--- src/rtl/loader_pkg.sv ---
// Shared definitions for the program loader.
//   state_t       : loader FSM states
//   err_t         : error code type, with ERR_NONE / ERR_LEN / ERR_CSUM
//   LOADER_DEPTH  : default instruction-memory capacity in words
package loader_pkg;

    localparam int unsigned LOADER_DEPTH = 1000;

    typedef enum logic [2:0] {
        ST_IDLE,
        ST_LEN_HI,
        ST_LEN_LO,
        ST_DATA,
        ST_FLUSH,
        ST_CSUM,
        ST_DONE,
        ST_ERR
    } state_t;

    typedef logic [1:0] err_t;

    localparam err_t ERR_NONE = 2'b00;
    localparam err_t ERR_LEN  = 2'b01;
    localparam err_t ERR_CSUM = 2'b10;

endpackage

--- src/rtl/prog_loader_if.sv ---
// Byte-stream input and instruction-memory write port of the program loader.
//   in_valid/in_data/in_ready : host byte stream (valid/ready handshake)
//   wr_en/wr_addr/wr_data     : instruction-memory write strobe, word address, word
// Modports: master = host/memory side, slave = loader side.
interface prog_loader_if #(
    parameter int unsigned ADDR_W = 10
);
    logic              in_valid;
    logic [7:0]        in_data;
    logic              in_ready;
    logic              wr_en;
    logic [ADDR_W-1:0] wr_addr;
    logic [31:0]       wr_data;

    modport master (
        output in_valid,
        output in_data,
        input  in_ready,
        input  wr_en,
        input  wr_addr,
        input  wr_data
    );

    modport slave (
        input  in_valid,
        input  in_data,
        output in_ready,
        output wr_en,
        output wr_addr,
        output wr_data
    );
endinterface

--- src/rtl/prog_loader_word_packer.sv ---
// word_packer: packs bytes MSB-first into 32-bit words.
//   clk, rst    : clock, asynchronous active-low reset
//   clr         : restart packing at byte 0 (new load)
//   byte_valid  : byte_data is consumed this cycle
//   byte_data   : stream byte
//   word_valid  : one-cycle pulse, cycle after the fourth byte of a word
//   word_data   : packed word, stable while word_valid is high
//   byte_cnt    : position of the next byte within the current word
module word_packer (
    input  logic        clk,
    input  logic        rst,
    input  logic        clr,
    input  logic        byte_valid,
    input  logic [7:0]  byte_data,
    output logic        word_valid,
    output logic [31:0] word_data,
    output logic [1:0]  byte_cnt
);
    logic [23:0] shift_q;

    always_ff @(posedge clk or negedge rst) begin
        if (!rst) begin
            shift_q    <= '0;
            byte_cnt   <= '0;
            word_valid <= 1'b0;
            word_data  <= '0;
        end else begin
            word_valid <= 1'b0;
            if (clr) begin
                byte_cnt <= '0;
            end else if (byte_valid) begin
                shift_q  <= {shift_q[15:0], byte_data};
                byte_cnt <= byte_cnt + 2'd1;
                if (byte_cnt == 2'd3) begin
                    word_data  <= {shift_q, byte_data};
                    word_valid <= 1'b1;
                end
            end
        end
    end
endmodule

--- src/rtl/prog_loader.sv ---
// prog_loader: loads a length-prefixed byte image into instruction memory and
// holds the core in reset until the whole image has been written.
//   clk, rst      : clock, asynchronous active-low reset
//   start         : one-cycle pulse beginning a load (honoured in IDLE/DONE/ERR)
//   bus           : byte stream in, instruction-memory write port out
//   cpu_rst       : active-high core reset, low only in DONE
//   done          : image loaded, core running
//   err           : ERR_NONE / ERR_LEN (length > DEPTH) / ERR_CSUM (checksum mismatch)
//   words_loaded  : words written during the current load
// Optional feature: define LOADER_CHECKSUM_EN to require a trailing XOR
// checksum byte covering the length bytes and all data bytes.
module prog_loader
    import loader_pkg::*;
#(
    parameter int unsigned DEPTH  = LOADER_DEPTH,
    parameter int unsigned ADDR_W = 10
) (
    input  logic        clk,
    input  logic        rst,
    input  logic        start,
    prog_loader_if.slave bus,
    output logic        cpu_rst,
    output logic        done,
    output err_t        err,
    output logic [10:0] words_loaded
);
    state_t            state_q, state_d;
    logic              in_ready, take, start_go, err_set, last_word, pk_valid;
    err_t              err_code;
    logic [7:0]        len_hi_q;
    logic [15:0]       len_q, len_n;
    logic [ADDR_W:0]   word_idx;
    logic [ADDR_W-1:0] addr_q;
    logic [1:0]        byte_cnt;
    logic              wr_en;
    logic [31:0]       wr_data;
`ifdef LOADER_CHECKSUM_EN
    logic [7:0]        csum_q;
`endif

    assign take     = bus.in_valid && in_ready;
    assign len_n    = {len_hi_q, bus.in_data};
    assign pk_valid = take && (state_q == ST_DATA);
    // word_idx counts words whose fourth byte has been taken; the current
    // word is the last one when word_idx + 1 equals the length.
    assign last_word = (17'(word_idx) + 17'd1) == {1'b0, len_q};

    assign bus.in_ready = in_ready;
    assign bus.wr_en    = wr_en;
    assign bus.wr_addr  = addr_q;
    assign bus.wr_data  = wr_data;

    word_packer u_packer (
        .clk        (clk),
        .rst        (rst),
        .clr        (start_go),
        .byte_valid (pk_valid),
        .byte_data  (bus.in_data),
        .word_valid (wr_en),
        .word_data  (wr_data),
        .byte_cnt   (byte_cnt)
    );

    always_ff @(posedge clk or negedge rst) begin
        if (!rst) state_q <= ST_IDLE;
        else      state_q <= state_d;
    end

    always_comb begin
        state_d  = state_q;
        in_ready = 1'b0;
        cpu_rst  = 1'b1;
        done     = 1'b0;
        start_go = 1'b0;
        err_set  = 1'b0;
        err_code = ERR_NONE;
        case (state_q)
            ST_IDLE, ST_ERR: begin
                if (start) begin
                    start_go = 1'b1;
                    state_d  = ST_LEN_HI;
                end
            end
            ST_LEN_HI: begin
                in_ready = 1'b1;
                if (bus.in_valid) state_d = ST_LEN_LO;
            end
            ST_LEN_LO: begin
                in_ready = 1'b1;
                if (bus.in_valid) begin
                    if (len_n == 16'd0) begin
`ifdef LOADER_CHECKSUM_EN
                        state_d = ST_CSUM;
`else
                        state_d = ST_DONE;
`endif
                    end else if (32'(len_n) > DEPTH) begin
                        state_d  = ST_ERR;
                        err_set  = 1'b1;
                        err_code = ERR_LEN;
                    end else begin
                        state_d = ST_DATA;
                    end
                end
            end
            ST_DATA: begin
                in_ready = 1'b1;
                if (bus.in_valid && byte_cnt == 2'd3 && last_word) begin
`ifdef LOADER_CHECKSUM_EN
                    state_d = ST_CSUM;
`else
                    state_d = ST_FLUSH;
`endif
                end
            end
            // Holds the core in reset for the cycle of the final write so
            // DONE never overlaps an outstanding memory write.
            ST_FLUSH: state_d = ST_DONE;
`ifdef LOADER_CHECKSUM_EN
            ST_CSUM: begin
                in_ready = 1'b1;
                if (bus.in_valid) begin
                    if (bus.in_data == csum_q) begin
                        state_d = ST_DONE;
                    end else begin
                        state_d  = ST_ERR;
                        err_set  = 1'b1;
                        err_code = ERR_CSUM;
                    end
                end
            end
`endif
            ST_DONE: begin
                cpu_rst = 1'b0;
                done    = 1'b1;
                if (start) begin
                    start_go = 1'b1;
                    state_d  = ST_LEN_HI;
                end
            end
            default: state_d = ST_IDLE;
        endcase
    end

    always_ff @(posedge clk or negedge rst) begin
        if (!rst) begin
            len_hi_q     <= '0;
            len_q        <= '0;
            word_idx     <= '0;
            addr_q       <= '0;
            words_loaded <= '0;
            err          <= ERR_NONE;
`ifdef LOADER_CHECKSUM_EN
            csum_q       <= '0;
`endif
        end else if (start_go) begin
            word_idx     <= '0;
            addr_q       <= '0;
            words_loaded <= '0;
            err          <= ERR_NONE;
`ifdef LOADER_CHECKSUM_EN
            csum_q       <= '0;
`endif
        end else begin
            if (take && state_q == ST_LEN_HI) len_hi_q <= bus.in_data;
            if (take && state_q == ST_LEN_LO) len_q <= len_n;
            // Address is latched alongside the packed word so it equals the
            // word's index during the write and never runs past N-1.
            if (pk_valid && byte_cnt == 2'd3) begin
                word_idx <= word_idx + 1'b1;
                addr_q   <= word_idx[ADDR_W-1:0];
            end
            if (wr_en) words_loaded <= words_loaded + 11'd1;
            if (err_set) err <= err_code;
`ifdef LOADER_CHECKSUM_EN
            if (take && state_q != ST_CSUM) csum_q <= csum_q ^ bus.in_data;
`endif
        end
    end
endmodule

--- src/flat_wrapper.sv ---
// flat-port wrapper written by rule: the top's interface ports become plain ports
module prog_loader_flat import loader_pkg::*;
#(
    parameter int unsigned DEPTH  = LOADER_DEPTH,
    parameter int unsigned ADDR_W = 10
)
  (clk, rst, start, cpu_rst, done, err, words_loaded, bus_in_valid, bus_in_data, bus_in_ready, bus_wr_en, bus_wr_addr, bus_wr_data);
  prog_loader_if #(.ADDR_W(ADDR_W)) bus_i ();
  input  logic clk;
  input  logic rst;
  input  logic start;
  output logic cpu_rst;
  output logic done;
  output err_t err;
  output logic [10:0] words_loaded;
  input wire logic [$bits(bus_i.in_valid)-1:0] bus_in_valid;
  input wire logic [$bits(bus_i.in_data)-1:0] bus_in_data;
  output wire logic [$bits(bus_i.in_ready)-1:0] bus_in_ready;
  output wire logic [$bits(bus_i.wr_en)-1:0] bus_wr_en;
  output wire logic [$bits(bus_i.wr_addr)-1:0] bus_wr_addr;
  output wire logic [$bits(bus_i.wr_data)-1:0] bus_wr_data;
  assign bus_i.in_valid = bus_in_valid;
  assign bus_i.in_data = bus_in_data;
  assign bus_in_ready = bus_i.in_ready;
  assign bus_wr_en = bus_i.wr_en;
  assign bus_wr_addr = bus_i.wr_addr;
  assign bus_wr_data = bus_i.wr_data;
  prog_loader #(.DEPTH(DEPTH), .ADDR_W(ADDR_W)) u_core (.clk(clk), .rst(rst), .start(start), .bus(bus_i), .cpu_rst(cpu_rst), .done(done), .err(err), .words_loaded(words_loaded));
endmodule
--- config.mk ---
export PLATFORM = sky130hd
export DESIGN_NAME = prog_loader_flat
export DESIGN_NICKNAME = d
export VERILOG_FILES = /design/src/rtl/loader_pkg.sv /design/src/rtl/prog_loader_if.sv /design/src/rtl/prog_loader_word_packer.sv /design/src/rtl/prog_loader.sv /design/src/flat_wrapper.sv
export SDC_FILE = /design/constraint.sdc
export NUM_CORES = 1
export LEC_CHECK = 0
export ABC_AREA = 1
export BUFFER_PORTS_ARGS = -buffer_cell sky130_fd_sc_hd__buf_2
export CORE_UTILIZATION = 50
export DETAILED_ROUTE_END_ITERATION = 8
export GPL_TIMING_DRIVEN = 0
export PLACE_DENSITY = 0.68
export SLEW_MARGIN = 10
export SYNTH_ARGS = -nofsm -noshare
export SYNTH_HDL_FRONTEND = slang
export SYNTH_SLANG_ARGS = --single-unit
--- constraint.sdc ---
create_clock -name clk -period 5.1 [get_ports clk]
set_input_delay 0.255 -clock clk [delete_from_list [all_inputs] [get_ports clk]]
set_output_delay 0.255 -clock clk [all_outputs]
set_load 0.05 [all_outputs]
Yosys cells after proc, flatten, opt, wreduce, memory -nomap -nowiden. Index checks and enable logic that the tools add are counted.

Order comparisons: 1. Add/sub/neg operators: 4. Multiplexer cells: 33. Reductions and logical operators: 20. Bitwise logic cells: 1. Equality and inequality tests: 12.

Operators with widths (number): 2-to-1 mux 11 bit (4); adder 11 x 1 -> 11 bit, second input constant (2); 2-to-1 mux 10 bit (2); 2-to-1 mux 3 bit (6); equality test 17 x 16 -> 1 bit (1); greater-than comparator 16 x 10 -> 1 bit, second input constant (1); logical NOT 16 bit (1); case mux 3 bit (5 select lines) (1); 2-to-1 mux 2 bit (7); 2-to-1 mux 1 bit (13); adder 11 x 1 -> 12 bit, second input constant (1); equality test 3 bit, second input constant (3); nonzero test 2 bit (4); logical AND 1 bit (7); equality test 3 x 2 -> 1 bit, second input constant (2); != test 2 bit, second input constant (3); AND reduction 2 bit (3); OR reduction 3 bit (2); AND reduction 4 bit (1); equality test 3 x 1 -> 1 bit, second input constant (1); logical NOT 3 bit (1); AND reduction 3 bit (1); adder 2 x 1 -> 2 bit, second input constant (1); equality test 2 bit, second input constant (1); 2 further kinds (2).

Input bits: 12. Logic and storage cells: 82. Output and inout port bits: 59. Register bits after elaboration: 120.

Logic depth before layout (Yosys ltp). Gate-level depths: netlist of the first run.

Depth in word-level cells: 8. Depth in mapped cells: 14. Mapped depth without buffers: 14.

Modules after synthesis. From an unflattened synthesis of the first run, not the netlist that was laid out.

Cell total of the unflattened synthesis: 664. Area, all modules: 5552.8 um^2.

Modules (own cells, without submodules): prog_loader (area an instance 3120.5 um^2, cells an instance 404, seq. area each 1501.4 um^2, times used 1); word_packer (area an instance 2432.3 um^2, cells an instance 260, seq. area each 1476.4 um^2, times used 1).

Worst setup path before layout of the first run. OpenSTA, ideal clock, no wires.

Path kind: reg-to-output. Start point: reg u_core.state_q[1]. End point: out cpu_rst. Arrival time: 1.702 ns. Cell stages (with the launch flop): 6. Slack: 3.143 ns. Data required time: 4.845 ns. Buffers on the path: 0. Path through: dfrtp_1 > inv_2 > nor2_1 > inv_1 > nor2_1 > inv_1.

Longest elaborated chain between the ends: 2.

Ends and longest elaborated chain: from (decl) (line prog_loader.sv:27) `state_t state_q, state_d;`; from (signal assigned) (line prog_loader.sv:66) `else state_q <= state_d;`; equality test 3 bit (line prog_loader.sv:77) `case (state_q)`; 2-to-1 mux 1 bit (line prog_loader.sv:77); to (decl) (line flat_wrapper.sv:12) `output logic cpu_rst;`.

Every way passes these cells.

Worst setup path after layout of the first run.
Start point: reg u_core.state_q[1]. End point: out bus_in_ready.

Longest elaborated chain between the ends: 3. Elaborated cells between the ends (all ways): 5. Classes of those cells: 3 x eq/ne; 1 x mux; 1 x reduce/logical.

Ends and longest elaborated chain: equality test 3 x 2 -> 1 bit / equality test 3 x 1 -> 1 bit (equally long branches) (line prog_loader.sv:77); OR reduction 3 bit (no source line) (*); 2-to-1 mux 1 bit (*) (line prog_loader.sv:77); to (decl) (line flat_wrapper.sv:18) `output wire logic [$bits(bus_i.in_ready)-1:0] bus_in_ready;`.

Every way passes the cells marked *; elsewhere a longest branch is shown, timed or not.

==> impl_summary.md, run 1 <==
Worst setup path
The start of the worst register-to-register path is u_core.word_idx[0]. The nature of the critical path startpoint is a register. The number of cells on the critical path is 9.

Walking the worst path, the cells encountered are inv_2 -> nor2_1 -> inv_1 -> nor2_2 -> inv_2 -> nand2_1 -> inv_2 -> nand2_1 -> buf_2. On the critical path the largest part of the delay comes from buffers and inverters. The signal arrival time at the worst endpoint is 1.83 ns. Along the worst path, the maximum fanout reaches 5. The count of buffer and inverter cells on the critical path is 5.

The critical path is of the reg2out type. For this design, the slowest cell found on the critical path is dfrtp_1. The first element of the critical path is u_core.state_q[1]. The critical path required time is 4.85 ns. The number of cells on the worst reg-to-reg path is 14. The most frequent cell on the critical path is inv_2. The nature of the critical path endpoint is an output pin. On the worst path, the slowest cell contributes a delay of 0.42 ns.

Timing
The final critical path takes up 40.8% of the cycle. The clock arrives with 0.00557 ns of skew. In the post-route analysis, the smallest setup slack over all paths is approximately 3 ns. Based on the critical path, the design can be clocked at up to between 0.4 and 0.5 GHz. The final period demand of the worst path is 2.08 ns. The max-slew violation count is 0. The total setup violations reported at the end of the flow is 0.

In this run the tightest slew margin relative to its limit is 63.4%. Setup repair after global routing left no endpoint under its margin. For the pin with the worst max-slew slack, the measured transition is 0.548 ns. Hold timing on the final database bottoms out at a slack of 0.0261 ns. The number of failing hold endpoints at the final stage is 0. For the final routed database, the setup TNS stands at 0 ns.

Clock tree
Buffers inserted during clock tree synthesis total 17. Buffers added to address setup during post-CTS repair amount to 0. The clock tree from TritonCTS is done.

The H-tree was split into 4 levels. The quantity of gates resized following cts is 0. The clock root buffer master is clkbuf_8. The register clock-pin slew on the reported worst setup and hold paths is around 0.060 ns. The clock net in this run drives a total of 119 sinks. The insertion delay to the later sink of the worst-skew pair is 0.51 ns. The maximum count of clock buffers along a single path is 2.

Finish
Once layout is done, the placed cells without fillers occupy 6370 um^2. The fraction of final layout cells sized beyond drive strength 1 is roughly 18%. The area growth from synthesis to layout is 22.8%. The number of fill cells is slightly below 900. The sequential cells in the finished layout cover a total of 2980 um^2. After the last flow step, the layout net total stands at 722. The number of antenna cells inserted is 0. The area taken by multi-input logic gates is 1790 um^2. The non-filler instance count after layout is roughly 850.

Cells fill ~64% of the core in the end.

Routing
The first detailed-routing pass ran for 4 iterations. The DRC violations left is 0. The total number of vias is roughly 4,300. Using the TritonRoute via totals, the vias-per-cell ratio works out to 5.10. For this block, the routed nets add up to 11,800 um of wire. The detailed-route wire length per cell is 13.8 um. For this block, the initial DRC count from the detailed router was 250.

The count of nets left with antenna violations once routing finished came out at 0.

Synth
Summing the areas of all compound-gate instances in the mapped netlist gives 11.7% of the synthesized area. Among all flip-flop cells after synthesis, the most frequent one is dfrtp_1. The total of warnings raised by yosys is 0.

After Yosys synthesis, and, or, nand and nor cells account for 22.1% of the synthesized area. The xor/xnor share of the synthesized area is 0%. The share of synthesized registers carrying an async set or reset is 100%. After Yosys synthesis, full adders, half adders and majority gates account for 0.723% of the synthesized area. The synthesized netlist contains 31 unique library cells.

The total standard cell area after synthesis is roughly 5200 um^2. In the synthesized netlist, the number of instances is just over 600. Of all cell types, the one taking the most synthesized area is dfrtp_1. By area the synthesized netlist is led by dfrtp_1 (57%), nand2_1 (13%), o21ai_0 (6.5%), inv_1 (5.9%), o21ai_1 (3.1%). Of the post-synthesis cell area, the part taken by muxes is 0%. The post-synth net total is ~630. The synthesized flop and latch total is 119. By count the netlist is led by nand2_1 (178), dfrtp_1 (119), inv_1 (81). The average instance in the mapped netlist occupies around 8.5 um^2. The most frequent cell after synthesis is nand2_1. Sequential cells were found to cover about 57% of the synthesized design area.

The number of enable-type register cells in the synthesized netlist is 0. The dominant combinational cell family by area after synthesis is simple AND/OR/NAND/NOR gates. After synthesis, the largest area contributor takes up 57.4% of total cell area.

GRT
The pin count of the biggest net entering global routing is 83. The sum of overflow across all layers after global routing is 0. The initial antenna violation count is 0. In the global route stage, overall resource usage came out at 24.1%. The first-pass GRT wire length is 20,500 um. The via count of the first global-routing pass is between 4,000 and 5,000.

Place
The post-detailed-placement half-perimeter wirelength is 8330 um. Routability-driven placement finished with a final weighted congestion of 0.854. The post-detailed-placement cell area is 5730 um^2. The post-placement cell count is 817. The port buffer count is 69. At the placement stage, the worst setup path has a slack of 3.18 ns.

Floorplanning
The placeable core region is 9910 um^2. The count of boundary I/O pins is approximately 70. The initial core utilization is 52.4%.

In this run the vertical extent of the chip is 104 um. The die width is 104 um. The die area is between 10,000 and 15,000 um^2.

The count of standard-cell rows is 36.

Pwr
The worst-case IR drop observed on VDD is 332 uV. Dividing total power by cell area gives a power density of 522 nW/um^2. The total power draw is 3.33 mW. The static leakage is 3.31 nW.

Flow run
Max-cap violations in this run came to 0.

Min path
The tightest min-delay check is of the in2reg type. The origin of the worst min-delay path is bus_in_data[0]. Along the worst hold path, the cell count comes to 3.

Status
The flow ran to the end, and the final reports show no timing, DRC or antenna violations.
==> where the power goes <==
part / internal, mW / switching (mW) / total (mW)
Combinational: 0.249 / 0.576 / 0.826
Clock: 0.788 / 0.400 / 1.19
Sequential: 1.17 / 0.141 / 1.31
==> state kept, by name (all words and copies together), names as in the netlist <==
signal,cells
u_core.len_q,16
u_core.len_hi_q,8
u_core.u_packer.word_data,32
u_core.u_packer.shift_q,24
u_core.u_packer.byte_cnt,2
u_core.state_q,3
u_core.err,1
u_core.u_packer.word_valid,1
u_core.bus.wr_addr,10
u_core.words_loaded,11
u_core.word_idx,11
==> cell usage in the layout (no fill, tap or decap), types with 2 or more instances in the layout <==
cell	netlist	final
clkinv_2	0	5
bufinv_16	0	3
nor2_4	3	3
dfrtp_1	119	119
nand4_1	3	3
buf_2	6	74
nor3_1	6	6
ha_1	3	3
nand2_1	178	178
o21ai_0	67	67
o22ai_1	9	9
nand3_1	26	26
dlygate4sd3_1	0	4
clkbuf_1	10	11
inv_2	6	6
nor2_2	2	2
a21oi_1	5	5
clkbuf_16	0	16
inv_1	81	81
clkbuf_8	0	5
nand2_2	5	5
buf_4	3	3
o21ai_1	32	32
nand3b_1	5	5
nor2_1	34	34
==> final cells by class <==
cell class                      instances  area share, %
Inverter                               87           5.13
Clock inverter                          9           1.92
Sequential cell                       119           46.7
Tap cell                              133           2.61
Buffer                                 19           1.41
Clock buffer                           22           7.42
Multi-Input combinational cell        389           28.2
Timing Repair Buffer                   74           6.58
==> metal layers <==
layer	vias up	wire, um	part of all wire, %	global-route usage [%]
met5	-	0	0	0
met4	0	123	1.0	7.14
met3	13	515	4.4	6.45
met2	93	5500	47	37.2
met1	2092	5640	48	33.6
li1	2145	-	-	-
==> tightest hold or removal path, cell delays in order <==
cell,delay (ns)
buf_2,0.13
nand2_1,0.06
o21ai_0,0.06
==> kinds of logic after synthesis <==
| group | after synthesis |
|---|---|
| and+or+nand+nor | 268 |
| DFF | 119 |
| AOI/OAI and AO/OA | 117 |
| buffers and inverters | 106 |
| adders and majority gates | 3 |
| other | 1 |
==> final timing paths <==
| path | to | slack [ns] |
|---|---|---|
| worst max-delay path | bus_in_ready | 3.02 |
| worst min-delay path | u_core.len_q[0] | 0.03 |
| worst max register to register | u_core.state_q[0] | 3.14 |
| worst min register to register | u_core.bus.wr_addr[4] | 0.48 |
| max in group asynchronous | u_core.len_hi_q[7] | 4.17 |
| min in group asynchronous | u_core.u_packer.shift_q[21] | 0.22 |
==> what timing repair did <==
| action | 4_1_cts | 5_1_grt |
|---|---|---|
| hold buffers | 4 | 0 |
| setup endpoints to repair | 0 | 0 |
| endpoints found under the hold margin | 40 | 0 |
Note: power is estimated with default switching activity, not from simulation.
==> run 2: changes to the inputs <==
--- a/config.mk
+++ b/config.mk
@@ -5,12 +5,12 @@
 export SDC_FILE = /design/constraint.sdc
 export NUM_CORES = 1
 export LEC_CHECK = 0
-export ABC_AREA = 1
+export ABC_AREA = 0
 export BUFFER_PORTS_ARGS = -buffer_cell sky130_fd_sc_hd__buf_2
 export CORE_UTILIZATION = 50
 export DETAILED_ROUTE_END_ITERATION = 8
 export GPL_TIMING_DRIVEN = 0
-export PLACE_DENSITY = 0.68
+export PLACE_DENSITY = 0.7
 export SLEW_MARGIN = 10
 export SYNTH_ARGS = -nofsm -noshare
 export SYNTH_HDL_FRONTEND = slang
==> constraint.sdc (replaced) <==
create_clock -name clk -period 1.85 [get_ports clk]
set_input_delay 0.0925 -clock clk [delete_from_list [all_inputs] [get_ports clk]]
set_output_delay 0.0925 -clock clk [all_outputs]
set_load 0.05 [all_outputs]
==> run 2 against run 1 <==
Against the previous run:
- the flow now finishes with violations (negative setup slack)
- non-clock buffer count rose by 25
- cell area rose by 8.2%
- routed wire length rose by 7.5%
- die area rose by 3.8%
- critical path depth fell by 2
- first-iteration DRC count fell by 31%
- global-route usage rose by 0.66 points
- total power rose to 3.2 times the previous value
- clock skew rose by 0.0084 ns
- critical path type is now reg2reg
==> impl_summary.md, run 2 <==
Synth
The count of cell types in the netlist is 59. The gate count of the mapped netlist is ~520. For this run, the number of Yosys warnings is 0.

The number of enable-type register cells in the synthesized netlist is 0. By instance count, the leading cell after synthesis is nand2_1. Of the post-synthesis cell area, the dominant cell type holds a little under three fifths. By area the synthesized netlist is led by dfrtp_1 (55%), nand2_1 (10%), mux2_2 (9.8%), nand3_1 (2.0%), nor2_1 (2.0%). After synthesis, the mean cell area works out to approximately 10 um^2. By count the netlist is led by nand2_1 (147), dfrtp_1 (119), mux2_2 (47). The share of the Yosys chip area taken by registers is 55.2%. The most frequently used flop master after synthesis is dfrtp_1. The number of nets in the synthesized netlist is 538.

The biggest area contributor in the post-synthesis netlist is dfrtp_1. In this run, synthesis produced a sequential element count of 119. For this run, asynchronously set or reset flops after synthesis account for 100%. The total standard cell area after synthesis is 5390 um^2.

Place
The pre-CTS setup slack is -0.395 ns. The post-placement cell count is 729. The port buffer count is 69. The post-detailed-placement half-perimeter wirelength is 8330 um. The final weighted congestion of routability-driven global placement is 0.829.

Finish
The layout has 824 filler cells. In the layout the commonest cells are nand2_1 (146), dfrtp_1 (116), buf_2 (69). The number of nets in the final layout is between 600 and 700.

The library cell used most frequently in the layout, excluding fill and tap cells, is nand2_1. Summing all flip-flop and latch instances after layout gives 2980 um^2. The final cell utilization of the core is between 60% and 70%. The post-route netlist has 32.6% of its cells at a drive strength greater than 1.

The layout overhead on the synthesized area is 27.8%. u_core.u_packer.word_data holds more flip-flops than any other register. The register with the most flip-flops in the layout has 32 of them. The non-filler instance count after layout is 781.

The repair_antennas step left the layout with diodes totalling 0. The largest registers in the layout are u_core.u_packer.word_data (32), u_core.u_packer.shift_q (24), u_core.len_q (16). The area taken by multi-input logic gates is approximately 2300 um^2.

Worst setup path
For the worst setup path, the data required time is about 2.2 ns. The cell depth of the worst flop-to-flop path is 7. STA classifies the critical path startpoint as a register. The worst reg-to-reg setup slack is -0.36 ns. The category of the critical setup timing path is reg2reg. Data arrives at the worst endpoint at 2.60 ns. Along the worst path, the maximum fanout reaches 4. The start of the worst register-to-register path is u_core.word_idx[1]. The worst register-to-register path ends at u_core.state_q[0]. The nature of the critical path endpoint is a register.

Timing
Across all setup checks in the final design, the least slack found is -0.358 ns. The total setup violations reported at the end of the flow is 3. The max-slew violation count is 0.

The fraction of the cycle the final worst path needs is 119%. The final period demand of the worst path is 2.21 ns. Timing would allow up to 0.453 GHz. On the final layout, the worst clock skew is 0.0140 ns.

The number of failing hold endpoints at the final stage is 0. Setup repair after global routing could not meet its margin everywhere.

Routing
Detailed routing inserted a total of 4,138 vias. The count of nets left with antenna violations once routing finished came out at 0. In the routed design, unresolved DRC markers number 0.

The per-cell via count in the routed design is 5.30. The detailed-route wire length per cell is 16.2 um. The number of DRC violations after detailed-routing iteration 0 is approximately 170.

The iteration count of the initial detailed-routing pass is 4. The total wire length after detailed routing is between 10,000 and 15,000 um.

Floorplanning
The die width is 106 um. The initial utilization of the core area, before any placement, comes to a little over half. The die span in y is 106 um. After floorplanning, the core was divided into 37 placement rows. The die area is 11,200 um^2. 71 I/O pins were placed.

In this run the standard cell core region covers 10,400 um^2.

Pwr
The static leakage is between 3 and 4 nW. The worst voltage drop across the vdd grid is 1160 uV. The total power draw is 10.8 mW. Dividing total power by cell area gives a power density of 1570 nW/um^2.

Clock tree
The clock tree synthesis step divided the H-tree into 4 levels. The clock net in this run drives a total of 119 sinks. The maximum count of clock buffers along a single path is 2.

The clock tree from TritonCTS is done. The clock root buffer master is clkbuf_8. Buffers inserted during clock tree synthesis total 17. At the later pin of the worst-skew pair, clock insertion delay measures about 0.51 ns. The register clock-pin slew on the reported worst setup and hold paths is 0.06 ns.

Status
The flow ran to the end, but the final reports show violations. The final reports fail on negative setup slack.

Flow run
The number of maximum-capacitance constraint violations is 0.

GRT
The via count of the first global-routing pass was 4,192. The first-pass GRT wire length is about 21,000 um. The initial antenna violation count is 0. The sum of overflow across all layers after global routing is 0.

The pin count of the biggest net entering global routing is around 80. The global routing usage summed across all routing layers is 24.8%.

Min path
The path class of the tightest hold or removal check is in2async.
-- run 2: cell types whose count changed after synthesis, sizes merged, moves of 5 or more --
cell | before | now
inv | 87 | 4
xnor2 | 0 | 7
o22ai | 9 | 0
xor2 | 0 | 12
and2 | 0 | 5
nand2b | 0 | 5
mux2 | 0 | 48
nand2 | 183 | 147
nor2 | 39 | 29
clkbuf | 10 | 17
and3 | 1 | 9
o21ai | 99 | 21
-- run 2: cells by family (layout without fill, tap and decap cells) --
group	Yosys count	after routing	synth area share, %
buffers and inverters	33	155	3.53
muxes	49	49	10.3
and+or+nand+nor	250	250	21.0
other	1	1	0.0695
xor gates and xnor gates	19	19	3.09
adders and majority gates	3	3	0.696
DFF	119	119	55.2
AOI/OAI and AO/OA	49	49	6.10
-- run 2: worst max-delay path, cell delays in order (launching register included) --
cell	delay, ns
dfrtp_2	0.41
buf_6	0.12
and3_4	0.20
and3_4	0.21
mux2_4	0.31
a2111oi_4	0.41
a31oi_2	0.17
a211o_1	0.24
-- run 2: how the worst max path moves through the flow --
| stage | depth (start not counted) | slack [ns] | start | to |
|---|---|---|---|---|
| final | 7 | -0.36 | u_core.word_idx[1] | u_core.state_q[0] |
| after global placement | 1 | -0.74 | rst | u_core.u_packer.word_data[11] |
| after global routing | 7 | -0.39 | u_core.word_idx[1] | u_core.state_q[0] |
| after CTS | 8 | -0.30 | u_core.word_idx[1] | u_core.state_q[0] |
| after floorplan | 6 | -0.12 | u_core.word_idx[0] | u_core.state_q[0] |
| after detailed placement | 8 | -0.40 | u_core.word_idx[0] | u_core.state_q[0] |
-- run 2: final cells by class --
| type | instances | area share (%) |
|---|---|---|
| buffer | 26 | 3.20 |
| clock buffer | 21 | 6.66 |
| clock inverter | 11 | 2.47 |
| inverter | 5 | 0.291 |
| multi-input combinational | 371 | 33.3 |
| sequential | 119 | 43.3 |
| tap | 136 | 2.47 |
| timing repair buffer | 92 | 8.37 |
-- run 2: layer usage --
| metal | routed length [um] | global-route usage [%] | part of all wire [%] |
|---|---|---|---|
| met4 | 153 | 8.63 | 1.2 |
| met2 | 6340 | 39.9 | 50 |
| met5 | 0 | 0 | 0 |
| met3 | 470 | 5.57 | 3.7 |
| met1 | 5710 | 33.0 | 45 |
-- run 2: through the flow --
step                      TNS [ns]  hold WS, ns  area, um^2
final                       -0.927       0.0672        6890
after global routing         -1.03       0.0909        6890
after CTS                   -0.687       0.0610        6770
after detailed placement    -22.69       0.0360        5960
after global placement     -107.32        0.372        5930
after floorplan             -0.143       -0.203        5410
-- run 2: power breakdown --
part	switching [mW]	leakage (nW)	internal, mW	total, mW
Combinational	2.00	1.64	1.33	3.33
Sequential	0.586	1.55	3.41	4.00
Clock	1.16	0.301	2.30	3.45
Total	3.74	3.49	7.04	10.8
-- run 2: what timing repair did --
action / 4_1_cts / 5_1_grt
gates resized for setup: 30 / 13
pin swaps: 2 / 4
hold buffers: 10 / 0
endpoints found under the setup margin: 85 / 69
endpoints found under the hold margin: 152 / 0
buffers inserted: 2 / 10
